[src/rtl/angle_sync_ctrl_pkg.sv]
// Shared types and defaults for the grid-sync angle controller:
// FSM state encoding, frequency/sequence codes and nominal 25 MHz thresholds.
package angle_sync_ctrl_pkg;

  typedef enum logic [2:0] {
    ST_IDLE   = 3'd0,
    ST_ACQ    = 3'd1,
    ST_MEAS   = 3'd2,
    ST_LOCKED = 3'd3,
    ST_FAULT  = 3'd4
  } state_e;

  localparam logic F50     = 1'b1;
  localparam logic F60     = 1'b0;
  localparam logic SEQ_ABC = 1'b1;
  localparam logic SEQ_ACB = 1'b0;

  localparam int DEF_CNT_W     = 20;
  localparam int DEF_DEB_CYC   = 16;
  localparam int DEF_PER_MIN   = 380_000;
  localparam int DEF_PER_MAX   = 550_000;
  localparam int DEF_PER_SPLIT = 458_333;
  localparam int DEF_LOCK_N    = 2;
  localparam logic [9:0] DEF_ZC_THETA = 10'd0;

  localparam int AGR_W = 4;

  // First kick word: a one-LSB offset so the generator sees a theta change.
  function automatic logic [9:0] theta_inc(input logic [9:0] t);
    return t + 10'd1;
  endfunction

endpackage

[src/rtl/angle_sync_ctrl_zc_filter.sv]
// Zero-cross input conditioning: 2-FF synchroniser followed by a debounce
// that only accepts a new level after DEB_CYC consecutive differing samples.
module angle_sync_ctrl_zc_filter #(
  parameter int DEB_CYC = 16
) (
  input  logic i_clk,
  input  logic i_rst_n,
  input  logic i_zc,
  output logic o_filt
);

  localparam int DW = $clog2(DEB_CYC + 1);
  localparam logic [DW-1:0] DEB_LAST = DW'(DEB_CYC - 1);

  logic          r_sync1;
  logic          r_sync2;
  logic          r_filt;
  logic [DW-1:0] r_deb;

  // Synchroniser and debounce counter.
  always_ff @(posedge i_clk or negedge i_rst_n) begin
    if (!i_rst_n) begin
      r_sync1 <= 1'b0;
      r_sync2 <= 1'b0;
      r_filt  <= 1'b0;
      r_deb   <= {DW{1'b0}};
    end else begin
      r_sync1 <= i_zc;
      r_sync2 <= r_sync1;
      if (r_sync2 == r_filt) begin
        r_deb <= {DW{1'b0}};
      end else if (r_deb == DEB_LAST) begin
        r_filt <= r_sync2;
        r_deb  <= {DW{1'b0}};
      end else begin
        r_deb <= r_deb + DW'(1);
      end
    end
  end

  assign o_filt = r_filt;

endmodule

[src/rtl/angle_sync_ctrl.sv]
// Grid-sync controller: measures the phase-A period, classifies 50/60 Hz,
// detects phase sequence and kicks the angle generator on each rising zero-cross.
module angle_sync_ctrl
  import angle_sync_ctrl_pkg::*;
#(
  parameter int         CNT_W     = DEF_CNT_W,
  parameter int         DEB_CYC   = DEF_DEB_CYC,
  parameter int         PER_MIN   = DEF_PER_MIN,
  parameter int         PER_MAX   = DEF_PER_MAX,
  parameter int         PER_SPLIT = DEF_PER_SPLIT,
  parameter int         LOCK_N    = DEF_LOCK_N,
  parameter logic [9:0] ZC_THETA  = DEF_ZC_THETA
) (
  input  logic             i_clk,
  input  logic             i_rst_n,
  input  logic             i_enable,
  input  logic             i_clr_fault,
  input  logic             i_zc_a,
  input  logic             i_zc_b,
  output logic [9:0]       o_theta_cmd,
  output logic             o_freq,
  output logic             o_sequence,
  output logic             o_locked,
  output logic             o_fault,
  output logic [CNT_W-1:0] o_period
);

  localparam logic [CNT_W-1:0] L_PER_MIN   = CNT_W'(PER_MIN);
  localparam logic [CNT_W-1:0] L_PER_MAX   = CNT_W'(PER_MAX);
  localparam logic [CNT_W-1:0] L_PER_SPLIT = CNT_W'(PER_SPLIT);
  localparam logic [AGR_W-1:0] L_LOCK_N    = AGR_W'(LOCK_N);

  logic             w_a_filt;
  logic             w_b_filt;
  logic             r_a_filt_d;
  logic             w_rise_a;
  logic [CNT_W-1:0] r_cnt;
  logic [CNT_W-1:0] w_cnt_p1;
  logic             w_valid;
  logic             w_cls;
  logic             w_seq;
  logic             w_timeout;

  state_e           r_state;
  state_e           w_state_nxt;
  logic [AGR_W-1:0] r_agree;
  logic [AGR_W-1:0] w_agree_nxt;
  logic             r_prev_cls;
  logic             w_prev_cls_nxt;
  logic             r_freq;
  logic             w_freq_nxt;
  logic             r_seq;
  logic             w_seq_nxt;
  logic             w_kick;
  logic             r_kick2;
  logic             r_locked;
  logic             r_fault;
  logic [9:0]       r_theta;
  logic [CNT_W-1:0] r_period;

  angle_sync_ctrl_zc_filter #(.DEB_CYC(DEB_CYC)) u_filt_a (
    .i_clk   (i_clk),
    .i_rst_n (i_rst_n),
    .i_zc    (i_zc_a),
    .o_filt  (w_a_filt)
  );

  angle_sync_ctrl_zc_filter #(.DEB_CYC(DEB_CYC)) u_filt_b (
    .i_clk   (i_clk),
    .i_rst_n (i_rst_n),
    .i_zc    (i_zc_b),
    .o_filt  (w_b_filt)
  );

  assign w_rise_a  = w_a_filt & ~r_a_filt_d;
  assign w_cnt_p1  = r_cnt + CNT_W'(1);
  assign w_valid   = (w_cnt_p1 >= L_PER_MIN) && (w_cnt_p1 <= L_PER_MAX);
  assign w_cls     = (w_cnt_p1 < L_PER_SPLIT) ? F60 : F50;
  // B still negative at the A rising edge means B lags A: ABC rotation.
  assign w_seq     = w_b_filt ? SEQ_ACB : SEQ_ABC;
  assign w_timeout = (r_cnt == L_PER_MAX);

  // Period counter, edge history and last measured period.
  always_ff @(posedge i_clk or negedge i_rst_n) begin
    if (!i_rst_n) begin
      r_a_filt_d <= 1'b0;
      r_cnt      <= {CNT_W{1'b0}};
      r_period   <= {CNT_W{1'b0}};
    end else begin
      r_a_filt_d <= w_a_filt;
      if (w_rise_a) begin
        r_cnt    <= {CNT_W{1'b0}};
        r_period <= w_cnt_p1;
      end else if (!w_timeout) begin
        r_cnt <= w_cnt_p1;
      end else begin
        r_cnt <= r_cnt;
      end
    end
  end

  // Next-state logic; enable=0 overrides everything, timeout beats rise_a.
  always_comb begin
    w_state_nxt    = r_state;
    w_agree_nxt    = r_agree;
    w_prev_cls_nxt = r_prev_cls;
    w_freq_nxt     = r_freq;
    w_seq_nxt      = r_seq;
    w_kick         = 1'b0;
    if (!i_enable) begin
      w_state_nxt = ST_IDLE;
    end else begin
      case (r_state)
        ST_IDLE: w_state_nxt = ST_ACQ;
        ST_ACQ: begin
          if (w_rise_a) begin
            w_state_nxt = ST_MEAS;
            w_agree_nxt = {AGR_W{1'b0}};
          end else begin
            w_state_nxt = ST_ACQ;
          end
        end
        ST_MEAS: begin
          if (w_timeout) begin
            w_state_nxt = ST_FAULT;
          end else if (w_rise_a) begin
            if (!w_valid) begin
              w_state_nxt = ST_FAULT;
            end else begin
              if ((r_agree == {AGR_W{1'b0}}) || (w_cls == r_prev_cls)) begin
                w_agree_nxt = r_agree + AGR_W'(1);
              end else begin
                w_agree_nxt = AGR_W'(1);
              end
              w_prev_cls_nxt = w_cls;
              if (w_agree_nxt >= L_LOCK_N) begin
                w_state_nxt = ST_LOCKED;
                w_freq_nxt  = w_cls;
                w_seq_nxt   = w_seq;
                w_kick      = 1'b1;
              end else begin
                w_state_nxt = ST_MEAS;
              end
            end
          end else begin
            w_state_nxt = ST_MEAS;
          end
        end
        ST_LOCKED: begin
          if (w_timeout) begin
            w_state_nxt = ST_FAULT;
          end else if (w_rise_a) begin
            if (w_valid) begin
              w_freq_nxt = w_cls;
              w_seq_nxt  = w_seq;
              w_kick     = 1'b1;
            end else begin
              w_state_nxt = ST_FAULT;
            end
          end else begin
            w_state_nxt = ST_LOCKED;
          end
        end
        ST_FAULT: begin
          if (i_clr_fault) begin
            w_state_nxt = ST_ACQ;
          end else begin
            w_state_nxt = ST_FAULT;
          end
        end
        default: w_state_nxt = ST_IDLE;
      endcase
    end
  end

  // FSM state and registered status outputs.
  always_ff @(posedge i_clk or negedge i_rst_n) begin
    if (!i_rst_n) begin
      r_state    <= ST_IDLE;
      r_agree    <= {AGR_W{1'b0}};
      r_prev_cls <= F50;
      r_freq     <= F50;
      r_seq      <= SEQ_ABC;
      r_locked   <= 1'b0;
      r_fault    <= 1'b0;
    end else begin
      r_state    <= w_state_nxt;
      r_agree    <= w_agree_nxt;
      r_prev_cls <= w_prev_cls_nxt;
      r_freq     <= w_freq_nxt;
      r_seq      <= w_seq_nxt;
      r_locked   <= (w_state_nxt == ST_LOCKED);
      r_fault    <= (w_state_nxt == ST_FAULT);
    end
  end

  // Kick sequencer: ZC_THETA+1 then ZC_THETA so the generator always reloads.
  always_ff @(posedge i_clk or negedge i_rst_n) begin
    if (!i_rst_n) begin
      r_theta <= 10'd0;
      r_kick2 <= 1'b0;
    end else if (w_kick) begin
      r_theta <= theta_inc(ZC_THETA);
      r_kick2 <= 1'b1;
    end else if (r_kick2) begin
      r_theta <= ZC_THETA;
      r_kick2 <= 1'b0;
    end else begin
      r_theta <= r_theta;
      r_kick2 <= 1'b0;
    end
  end

  assign o_theta_cmd = r_theta;
  assign o_freq      = r_freq;
  assign o_sequence  = r_seq;
  assign o_locked    = r_locked;
  assign o_fault     = r_fault;
  assign o_period    = r_period;

endmodule

[config.mk]
export PLATFORM = sky130hd
export DESIGN_NAME = angle_sync_ctrl
export DESIGN_NICKNAME = d
export VERILOG_FILES = /design/src/rtl/angle_sync_ctrl_pkg.sv /design/src/rtl/angle_sync_ctrl_zc_filter.sv /design/src/rtl/angle_sync_ctrl.sv
export SDC_FILE = /design/constraint.sdc
export NUM_CORES = 1
export LEC_CHECK = 0
export CORE_MARGIN = 2
export CORE_UTILIZATION = 28
export DETAILED_ROUTE_END_ITERATION = 12
export PLACE_DENSITY = 0.51
export SYNTH_ARGS = -nofsm -noshare
export SYNTH_HDL_FRONTEND = slang
export SYNTH_SLANG_ARGS = --single-unit
[constraint.sdc]
create_clock -name i_clk -period 3.2 [get_ports i_clk]
set_clock_uncertainty 0.1 [all_clocks]
set_input_delay 0.32 -clock i_clk [delete_from_list [all_inputs] [get_ports i_clk]]
set_output_delay 0.32 -clock i_clk [all_outputs]
set_load 0.01 [all_outputs]
# Word-level counts from Yosys, hierarchy flattened
# Index checks and enable logic that the tools add are counted.
# word_totals
out_inout_bits	34
latchBits	0
input_bits	6
elab_cells	124
mem_bits_ro	0
mem_count	0
mem_bits_rw	0
ff_bits	80
# classes
n_mux	58
n_shift	0
addsub	4
multipliers	0
n_lt_le_gt_ge	4
n_reduce_logical	12
n_eq_ne	21
n_bitwise	5
div_mod_pow	0
# ops
operator	count
20-bit 2-to-1 mux	2
4-bit 2-to-1 mux	10
1-bit 2-to-1 mux	26
3-bit 2-to-1 mux	8
20-bit by 1-bit adder with 20-bit output, second input constant	1
20-bit == test, second input constant	1
20-bit by 19-bit greater-or-equal comparator with 1-bit output, second input constant	1
20-bit less-or-equal comparator, second input constant	1
20-bit by 19-bit less-than comparator with 1-bit output, second input constant	1
10-bit 2-to-1 mux	2
5-bit 2-to-1 mux	4
2-bit != test, second input constant	9
3-bit one-hot mux with 5 select lines	1
5-bit by 1-bit adder with 5-bit output, second input constant	2
5-bit by 4-bit == test with 1-bit output, second input constant	2
3-bit by 2-bit == test with 1-bit output, second input constant	3
9-bit AND reduction	1
4-bit one-hot mux with 2 select lines	1
3-bit == test, second input constant	2
1-bit one-hot mux with 2 select lines	3
6-bit AND reduction	1
2-bit nonzero test	3
5-bit AND reduction	1
4-bit by 1-bit adder with 4-bit output, second input constant	1
other kinds (11)	17

# Depth between registers and ports, before layout
# depth
word_depth	19
ltp_mapped	12

# Cells and area by module
# From an unflattened synthesis, not the netlist that was laid out.
# unflattened
hier_cells	415
area_unflattened_um2	4002.6
# by_module_without_submodules
mod	cells_per_inst	area_each_um2	instances	seq_area_each_um2
angle_sync_ctrl	369	3394.5	1	1380.1
angle_sync_ctrl_zc_filter	23	304.0	2	200.2

# Worst setup path after synthesis
# Ideal clock, no wire load.
# synth_path
path_kind	reg-to-reg
startpoint	register r_cnt[1]
endpoint	register r_freq, in the netlist o_freq
t_arrival_ns	3.211
period_less_slack_ns	3.393
stages_incl_launch_ff	12
required_ns	3.018
slack_ns	-0.193
path_cell_list	dfrtp_1 -> ha_1 -> buf_2 -> nand3_1 -> or4_1 -> buf_2 -> or3_1 -> and2_4 -> or3_1 -> a32o_2 -> a211o_1 -> mux2_4
# synth_via
elab_chain_len	14
# synth_rtl
element	line	rtl
from (decl)	angle_sync_ctrl.sv:37	logic [CNT_W-1:0] r_cnt;
from (signal assigned)	angle_sync_ctrl.sv:87	r_cnt <= {CNT_W{1'b0}};
from (signal assigned)	angle_sync_ctrl.sv:92	r_cnt <= {CNT_W{1'b0}};
from (signal assigned)	angle_sync_ctrl.sv:95	r_cnt <= w_cnt_p1;
20-bit by 1-bit adder with 20-bit output	angle_sync_ctrl.sv:76	assign w_cnt_p1 = r_cnt + CNT_W'(1);
20-bit by 19-bit less-than comparator with 1-bit output	angle_sync_ctrl.sv:78	assign w_cls = (w_cnt_p1 < L_PER_SPLIT) ? F60 : F50;
1-bit 2-to-1 mux	angle_sync_ctrl.sv:78	
1-bit == test	angle_sync_ctrl.sv:130	if ((r_agree == {AGR_W{1'b0}}) || (w_cls == r_prev_cls)) begin
1-bit logical OR	angle_sync_ctrl.sv:130	
4-bit 2-to-1 mux	angle_sync_ctrl.sv:130	
4-bit 2-to-1 mux	angle_sync_ctrl.sv:127	if (!w_valid) begin
4-bit 2-to-1 mux	angle_sync_ctrl.sv:126	end else if (w_rise_a) begin
4-bit 2-to-1 mux	angle_sync_ctrl.sv:124	if (w_timeout) begin
4-bit 2-to-1 mux	angle_sync_ctrl.sv:113	case (r_state)
4-bit 2-to-1 mux	angle_sync_ctrl.sv:110	if (!i_enable) begin
4-bit by 2-bit greater-or-equal comparator with 1-bit output	angle_sync_ctrl.sv:136	if (w_agree_nxt >= L_LOCK_N) begin
2-bit != test (no source line)	--	
9-bit AND reduction (no source line)	--	
to (signal assigned)	angle_sync_ctrl.sv:190	r_freq <= w_freq_nxt;
to (decl)	angle_sync_ctrl.sv:50	logic r_freq;
# Several ways; a longest one is shown, not always the timed one. The select of a mux whose other input is x is not followed.
# A chain may end at the register's enable or synchronous reset.

# Worst setup path after layout
# layout_path
startpoint	register r_cnt[0]
endpoint	register r_agree[2]
# layout_via
elab_chain_len	15
# layout_rtl
element	line	rtl
20-bit by 1-bit adder with 20-bit output	angle_sync_ctrl.sv:76	
20-bit by 19-bit less-than comparator with 1-bit output	angle_sync_ctrl.sv:78	
1-bit 2-to-1 mux	angle_sync_ctrl.sv:78	
1-bit == test	angle_sync_ctrl.sv:130	
1-bit logical OR	angle_sync_ctrl.sv:130	
4-bit 2-to-1 mux	angle_sync_ctrl.sv:130	
4-bit 2-to-1 mux	angle_sync_ctrl.sv:127	
4-bit 2-to-1 mux	angle_sync_ctrl.sv:126	
4-bit 2-to-1 mux	angle_sync_ctrl.sv:124	
4-bit 2-to-1 mux	angle_sync_ctrl.sv:113	
4-bit 2-to-1 mux	angle_sync_ctrl.sv:110	
4-bit 2-to-1 mux	angle_sync_ctrl.sv:127	
4-bit 2-to-1 mux	angle_sync_ctrl.sv:126	
4-bit 2-to-1 mux	angle_sync_ctrl.sv:124	
4-bit one-hot mux with 2 select lines	angle_sync_ctrl.sv:113	
to (signal assigned)	angle_sync_ctrl.sv:180	r_agree <= {AGR_W{1'b0}};
to (signal assigned)	angle_sync_ctrl.sv:188	r_agree <= w_agree_nxt;
to (decl)	angle_sync_ctrl.sv:46	logic [AGR_W-1:0] r_agree;
# Several ways; a longest one is shown, not always the timed one. The select of a mux whose other input is x is not followed.

==> impl_metrics.ini <==
[setup_path]
timing.reg2reg.setup_slack_ns = -0.05
worst_ep_arrival_time_ns = 3.37
path_class = reg2reg
rr_startpoint = r_cnt[0]$_DFFE_PN0P_
regToRegEndpoint = r_agree[2]$_DFFE_PN0P_
start_kind = register
critPathRequiredTime_ns = 3.33
r2r_cells = 12
end_kind = register
path_max_fanout = 5

[power_and_ir_drop]
ir_drop_mv = 0.3040
finalPower_mw = 2.355
cellPowerDensity_mw_per_mm2 = 449.0
p_leak_nw = 2.267

[cells_and_area]
final_cell_mix = 68 x dfrtp_1, 58 x buf_4, 47 x nor2_1
diodes = 0
layout-drive-gt1-share_pct = 23.86
fin_cells = 683
utilization_pct = 38.08
syn2layout_area_growth_pct = 34.27
layout_commonest_cell = dfrtp_1
design_area_mm2 = 0.005245
final_net_count = 511

[clock_tree]
clockBufferDepth = 2
clk_pin_slew_worst_paths_ns = 0.06
cts_sinks = 71
clock_latency_ns = 0.34
root_buffer = clkbuf_16
cts-buffers-inserted = 9
htreeDepth = 3
cts_tree = yes
postCtsHoldBufs = 0

[logic_synthesis]
yosysTopAreaCell = dfrtp_1
yosysSeqAreaShare_pct = 45.58
synth-edff-count = 0
synthArstFlopShare_pct = 100.0
synth_cell_type_count = 62
synthesis.area_mm2 = 0.003906
synth_cells = 425
synth_ff_type = dfrtp_1
yosys-top-cells-area = dfrtp_1 44%, nor2_1 4.5%, nand2_1 4.4%, o21ai_0 3.6%, xnor2_1 3.1%
avgSynthCellArea_um2 = 9.191
synth_top_cell_area_share_pct = 43.56
yosys_warnings = 0
ys_seq_elements = 71

[timing]
timing.final.ws_setup_ns = -0.04509
hold_violations = 0
post-route-period-util_pct = 101.4
slew_headroom_pct = 38.50
slew_viol_final = 0
layout_min_cycle_time_ns = 3.245
max_clock_freq_mhz = 308.2
setup_violations = 2
rsz0062_at_grt = true
fin_setup_tns_ns = -0.04972
tightest_slew_ns = 0.9225
timing.hold.ws_ns = 0.02964

[placed_design]
io_buffer_count = 30
hpwl_um = 6812
dp_cells = 661
pre_cts_ws_ns = -0.07724
placed_cell_area_mm2 = 0.004701
place_congestion = 0.8488

[run_status]
violations = setup timing
outcome = complete, but fails checks

[global_routing]
overflow = 0
grt_pass1_vias = 3254
track_usage_pct = 14.00
antenna_found_initial = 0
grt_pass1_wl_um = 16240
grt_max_degree = 72

[drt]
vias = 3298
wl_per_cell_um = 14.37
drt_iter0_drc = 145
drt_wl_total_um = 9818
ant_nets = 0
via_per_inst = 4.829
dr.pass1.iters = 4
post-route-drc-count = 0

[floorplanning]
initial_core_util_pct = 28.36
dieArea_mm2 = 0.01491
pin_count = 40
die_w_um = 122.1
die_height_um = 122.1
design.core.area_mm2 = 0.01377
row_count = 43

[job]
cap_violations = 0

[worst_hold_path]
min_path_type = in2async
-- how the worst max path moves through the flow --
stage                               startpoint                      to  slack [ns]  depth (start not counted)
after floorplan           r_cnt[1]$_DFFE_PN0P_      o_freq$_DFFE_PN1P_       -0.03                         11
after global placement    r_cnt[1]$_DFFE_PN0P_      o_freq$_DFFE_PN1P_       -0.01                         13
after detailed placement  r_cnt[0]$_DFFE_PN0P_  r_agree[2]$_DFFE_PN0P_       -0.08                         11
after CTS                 r_cnt[0]$_DFFE_PN0P_      o_freq$_DFFE_PN1P_       0.002                         13
after global routing      r_cnt[0]$_DFFE_PN0P_  r_agree[2]$_DFFE_PN0P_       -0.18                         13
final                     r_cnt[0]$_DFFE_PN0P_  r_agree[2]$_DFFE_PN0P_       -0.05                         12
-- worst max-delay path: stages (launching register included) --
cell,delay (ns)
dfrtp_1,0.41
ha_4,0.16
nand3_2,0.06
or4_4,0.56
buf_6,0.15
nor4b_4,0.32
or2_2,0.18
o2111ai_2,0.17
a32oi_4,0.35
a21oi_4,0.11
buf_4,0.16
o21bai_1,0.15
a22o_1,0.24
-- flip-flops by register name, summed over array words and instances (netlist names), 3 cells and up --
name,flops
u_filt_b.r_deb,5
r_agree,4
r_cnt,20
o_period,20
u_filt_a.r_deb,5
r_state,3
-- logic make-up after synthesis --
group / Yosys count / share of synthesized area (%)
flip-flops: 71 / 45.58
AND/OR/NAND/NOR: 182 / 24.09
AO/OA/AOI/OAI: 77 / 13.36
multiplexers: 9 / 2.659
buffers and inverters: 51 / 5.925
XOR/XNOR: 27 / 6.054
other: 1 / 0.09600
adder cells (fa/ha/maj): 7 / 2.242
-- area by class of cell --
type	count	area, um2
Timing Repair Buffer	91	770.7
Sequential cell	71	1780
Clock buffer	10	239.0
Fill cell	1452	8528
Clock inverter	6	70.07
Tap cell	180	225.2
Multi-Input combinational cell	311	2107
Inverter	14	52.55
-- synthesized netlist by cell type (all sizes together), types with 13 or more instances --
master,number
nand4,13
xnor2,14
o21ai,28
buf,15
clkbuf,22
nor2,47
inv,14
dfrtp,68
nand2,47
xor2,13
nand3,13
-- layer usage --
layer | global-route usage (%) | wire length [um]
met3 | 3.652 | 412
met1 | 18.66 | 4690
met5 | 0 | 0
met2 | 21.58 | 4547
met4 | 5.747 | 168
-- where the power goes --
group	total [mW]	switching [mW]	internal (mW)	leakage [nW]
clock	1.02	0.396	0.627	0.141
sequential	0.983	0.0455	0.938	0.946
combinational	0.349	0.196	0.153	1.18
total	2.35	0.638	1.72	2.27
-- timing repair --
item / CTS / global route
setup buffers: 0 / 6
setup endpoints to repair: 6 / 13
gates resized for setup: 5 / 34
pin swaps: 1 / 16
Note: power is estimated with default switching activity, not from simulation.
